--- config.mk ---
export PLATFORM = sky130hd
export DESIGN_NAME = multdiv_sequencer
export DESIGN_NICKNAME = d
export VERILOG_FILES = /design/src/rtl/multdiv_sequencer.sv
export SDC_FILE = /design/constraint.sdc
export NUM_CORES = 1
export LEC_CHECK = 0
export BUFFER_PORTS_ARGS = -buffer_cell sky130_fd_sc_hd__buf_4
export CAP_MARGIN = 25
export CORE_MARGIN = 2
export CORE_UTILIZATION = 46
export DETAILED_ROUTE_END_ITERATION = 7
export PLACE_DENSITY_LB_ADDON = 0.12
export SKIP_CTS_REPAIR_TIMING = 1
export SLEW_MARGIN = 25
export SYNTH_ARGS = -nofsm -noshare
export SYNTH_HDL_FRONTEND = slang
export SYNTH_SLANG_ARGS = --single-unit
--- constraint.sdc ---
create_clock -name clock -period 2.2 [get_ports clock]
set_clock_uncertainty 0.05 [all_clocks]
set_input_delay 0.44 -clock clock [delete_from_list [all_inputs] [get_ports clock]]
set_output_delay 0.44 -clock clock [all_outputs]
set_load 0.05 [all_outputs]
--- src/rtl/multdiv_sequencer.sv ---
// Issue sequencer for the multicycle mult/div unit: latches an instruction, pulses
// the start strobe, stalls until the result or the watchdog, then writes back once.
module multdiv_sequencer #(
  parameter int TIMEOUT = 40  // legal range 2..63 (counter is 6 bits)
) (
  input  logic        clock,
  input  logic        reset,
  input  logic        issue_valid,
  input  logic        issue_is_div,
  input  logic [31:0] issue_operandA,
  input  logic [31:0] issue_operandB,
  input  logic [4:0]  issue_rd,
  input  logic [31:0] data_result,
  input  logic        data_exception,
  input  logic        data_resultRDY,
  output logic        ctrl_MULT,
  output logic        ctrl_DIV,
  output logic [31:0] data_operandA,
  output logic [31:0] data_operandB,
  output logic        stall,
  output logic        wb_valid,
  output logic [4:0]  wb_rd,
  output logic [31:0] wb_data,
  output logic        timeout
);

  typedef enum logic [1:0] {S_IDLE, S_START, S_WAIT, S_DONE} state_t;

  localparam logic [5:0]  CNT_LAST = 6'(TIMEOUT - 1);
  localparam logic [4:0]  RD_STATUS = 5'd30;
  localparam logic [31:0] EXC_MULT = 32'd4;
  localparam logic [31:0] EXC_DIV  = 32'd5;

  state_t      state_q, state_d;
  logic [31:0] opa_q, opa_d, opb_q, opb_d;
  logic [4:0]  rd_q, rd_d;
  logic        div_q, div_d;
  logic [5:0]  cnt_q, cnt_d;
  logic [31:0] result_q, result_d;
  logic        exc_q, exc_d;
  logic        timeout_q, timeout_d;

  always_comb begin
    state_d   = state_q;
    opa_d     = opa_q;
    opb_d     = opb_q;
    rd_d      = rd_q;
    div_d     = div_q;
    cnt_d     = cnt_q;
    result_d  = result_q;
    exc_d     = exc_q;
    timeout_d = timeout_q;
    stall     = 1'b0;
    ctrl_MULT = 1'b0;
    ctrl_DIV  = 1'b0;
    wb_valid  = 1'b0;
    wb_rd     = '0;
    wb_data   = '0;
    case (state_q)
      S_IDLE: begin
        stall = issue_valid;
        if (issue_valid) begin
          opa_d   = issue_operandA;
          opb_d   = issue_operandB;
          rd_d    = issue_rd;
          div_d   = issue_is_div;
          exc_d   = 1'b0;
          state_d = S_START;
        end
      end
      // RDY is ignored here: the unit may still be showing the previous result.
      S_START: begin
        stall     = 1'b1;
        ctrl_DIV  = div_q;
        ctrl_MULT = ~div_q;
        cnt_d     = '0;
        state_d   = S_WAIT;
      end
      S_WAIT: begin
        stall = 1'b1;
        cnt_d = cnt_q + 6'd1;
        if (data_resultRDY) begin
          result_d = data_result;
          exc_d    = data_exception;
          state_d  = S_DONE;
        end else if (cnt_q == CNT_LAST) begin
          exc_d     = 1'b1;
          timeout_d = 1'b1;
          state_d   = S_DONE;
        end
      end
      S_DONE: begin
        wb_valid = 1'b1;
        if (exc_q) begin
          wb_rd   = RD_STATUS;
          wb_data = div_q ? EXC_DIV : EXC_MULT;
        end else begin
          wb_rd   = rd_q;
          wb_data = result_q;
        end
        state_d = S_IDLE;
      end
      default: state_d = S_IDLE;
    endcase
  end

  always_ff @(posedge clock) begin
    if (reset) begin
      state_q   <= S_IDLE;
      opa_q     <= '0;
      opb_q     <= '0;
      rd_q      <= '0;
      div_q     <= 1'b0;
      cnt_q     <= '0;
      result_q  <= '0;
      exc_q     <= 1'b0;
      timeout_q <= 1'b0;
    end else begin
      state_q   <= state_d;
      opa_q     <= opa_d;
      opb_q     <= opb_d;
      rd_q      <= rd_d;
      div_q     <= div_d;
      cnt_q     <= cnt_d;
      result_q  <= result_d;
      exc_q     <= exc_d;
      timeout_q <= timeout_d;
    end
  end

  assign data_operandA = opa_q;
  assign data_operandB = opb_q;
  assign timeout       = timeout_q;

endmodule
==> metrics <==
final worst slack=103 ps; I/O pin count=213; core area=9150 um2; Layout Area Growth over Synthesis=44.0%; WP data arrival=1610 ps; CTS tree=built; Worst-path clk slew=110 ps; ANT nets after route=0; mean post-synth cell area=between 7 and 8 um2; Overflow after GRT=0; CP Launch Type=register; total CTS buffers=9; Final period util=a little over nine tenths; # clock sinks=112; M2 GR Usage=36.5%; routing usage on met3=6.38%; pwr dens=975 nW/um2; buffers added on ports=~210; grt met1 use=about a quarter; die height=101 um; DR iter-0 viols=169; most frequent cells in the layout=buf_4 (220), nand2_1 (209), dfxtp_1 (111); Worst Path Max Fanout=16; fin crit period=2100 ps; Tightest Pin Transition=about 420 ps; run status=finished, final reports clean; H-tree levels=3; leak pwr=0.00275 uW; die width=just over 100 um; vias in the first global route=3892; initial antenna violation count=0; Slew HR=72.1%; Crit Path Class=reg2out; DRT Pass-1 Iters=4; CP Capture Type=output port; synth top area cells=dfxtp_1 (52%), nand2_1 (18%), a21oi_1 (12%); part of the power in combinational logic=40.0%; final hold vios=0; GRT busiest layer=met2; Net Sw Frac=40.6%; Post-Syn Area=between 4000 and 5000 um2; top cell type by total area after synthesis=dfxtp_1; # setup viols final=0; sequential share of power=40.9%; gr usage total=21.6%; switching pwr=2460 uW; Synth top area share=a little over 50%; Nets=860; hold crit path type=in2reg; RSZ-0062 raised after global routing=no; Post-DP HPWL=8.26 mm; max-cap viol count=0; clock power share=19.1%; Via density=roughly 5; final std cells w/o fill=between 800 and 900; most common cell after layout, fill and taps aside=buf_4; syn_nets=664; Starting Density=47.1%; fin. max-slew vios=0; Mapped Cells=551; first-pass GRT wire length=17.8 mm; layout cell share with drive strength beyond 1=33.6%; largest net degree at the start of global routing=43; Max Buffers Root-to-Sink=2; CP Data Required Time=1710 ps; final WL=~11 mm; total internal power=3590 uW; placed cells=846; Rows=35; Max VDD drop=0.637 mV; die area=10200 um2; Seq/Total Area, Yosys=52.0%; pre-CTS WS=384 ps; total number of vias=4194; library cells used by synthesis=29; Synth Warn #=0; post-DR wirelength/cell=13.2 um; hold slack=262 ps; GPL Wtd Cong=0.839; fmax=477 MHz; worst-skew pair later-pin latency=360 ps; final antenna diode count=0; Residual DRC=0; r2r setup slk=around 410 ps; clock root buffer=clkbuf_8; #FFs+latches synth=~110
==> metrics by stage <==
stage               instance area (um2)  utilization (%)  power, uW  TNS (ps)
floorplan                          4320                -       4160         0
global placement                   5980             65.3       4840         0
detailed placement                 5980             65.3       4900         0
CTS                                6170             67.4       6050     -79.7
global route                       6210             67.8       6400         0
finish                             6210             67.8       6050         0
==> worst paths after layout <==
| check | startpoint | to | cells past startpoint |
|---|---|---|---|
| worst max register to register | state_q[0]$_SDFFE_PP0P_ | state_q[0]$_SDFFE_PP0P_ | 6 |
| worst min register to register | result_q[21]$_SDFFE_PP0P_ | result_q[21]$_SDFFE_PP0P_ | 2 |
| worst max-delay path | state_q[0]$_SDFFE_PP0P_ | wb_rd[0] | 5 |
| worst min-delay path | issue_operandA[15] | data_operandA[15]$_SDFFE_PP0P_ | 3 |
==> area by class of cell <==
| cell class | count | area, um2 |
|---|---|---|
| Timing Repair Buffer | 223 | 1690 |
| Clock inverter | 5 | 41.3 |
| Fill cell | 781 | 2940 |
| Multi-Input combinational cell | 395 | 1920 |
| Inverter | 6 | 22.5 |
| Sequential cell | 112 | 2240 |
| Tap cell | 111 | 139 |
| Clock buffer | 11 | 151 |
==> synthesized netlist by cell type (all sizes together) <==
cell	n
nand4	2
nor4	2
o211ai	1
o21a	5
nand2	210
dfxtp	112
mux2i	3
xnor2	1
a21oi	102
nor2	13
a41oi	1
or3	1
clkbuf	23
a211oi	1
and3b	1
nor2b	5
ha	6
o32ai	1
xor2	4
buf	15
a21o	1
and3	1
nand2b	1
inv	6
and2	33
==> worst max-delay path: stages, from the launching register on <==
cell	delay, ps
dfxtp_1	370
ha_2	190
nor2b_4	170
buf_6	170
and2_1	150
buf_4	200
==> power groups by stage <==
stage	combinational [uW]	sequential, uW	clock [uW]
after global routing	2610	2520	1280
after CTS	2380	2470	1190
after floorplan	1010	3150	0
final	2420	2470	1160
after global placement	2340	2500	0
after detailed placement	2380	2520	0
==> flip-flops by register name (all words and copies together) (netlist names) <==
signal	cells
data_operandB	32
exc_q	1
state_q	2
timeout	1
div_q	1
cnt_q	6
result_q	32
rd_q	5
data_operandA	32
==> metal layers <==
layer	wire length, um	share of wire, %
met1	4580	40
met5	0	0
met4	255	2.2
met3	988	8.7
met2	5550	49
==> cell families (layout without fill, tap and decap cells) <==
kind of cell | count (synthesis) | count (layout) | share of synthesized area, %
xor gates and xnor gates | 5 | 5 | 1.02
DFF | 112 | 112 | 52.0
buffers and inverters | 44 | 245 | 4.24
AOI/OAI and AO/OA | 112 | 112 | 13.8
muxes | 3 | 3 | 0.696
adders and majority gates | 6 | 6 | 1.74
and+or+nand+nor | 269 | 269 | 26.6
(Power assumes the default switching activity.)
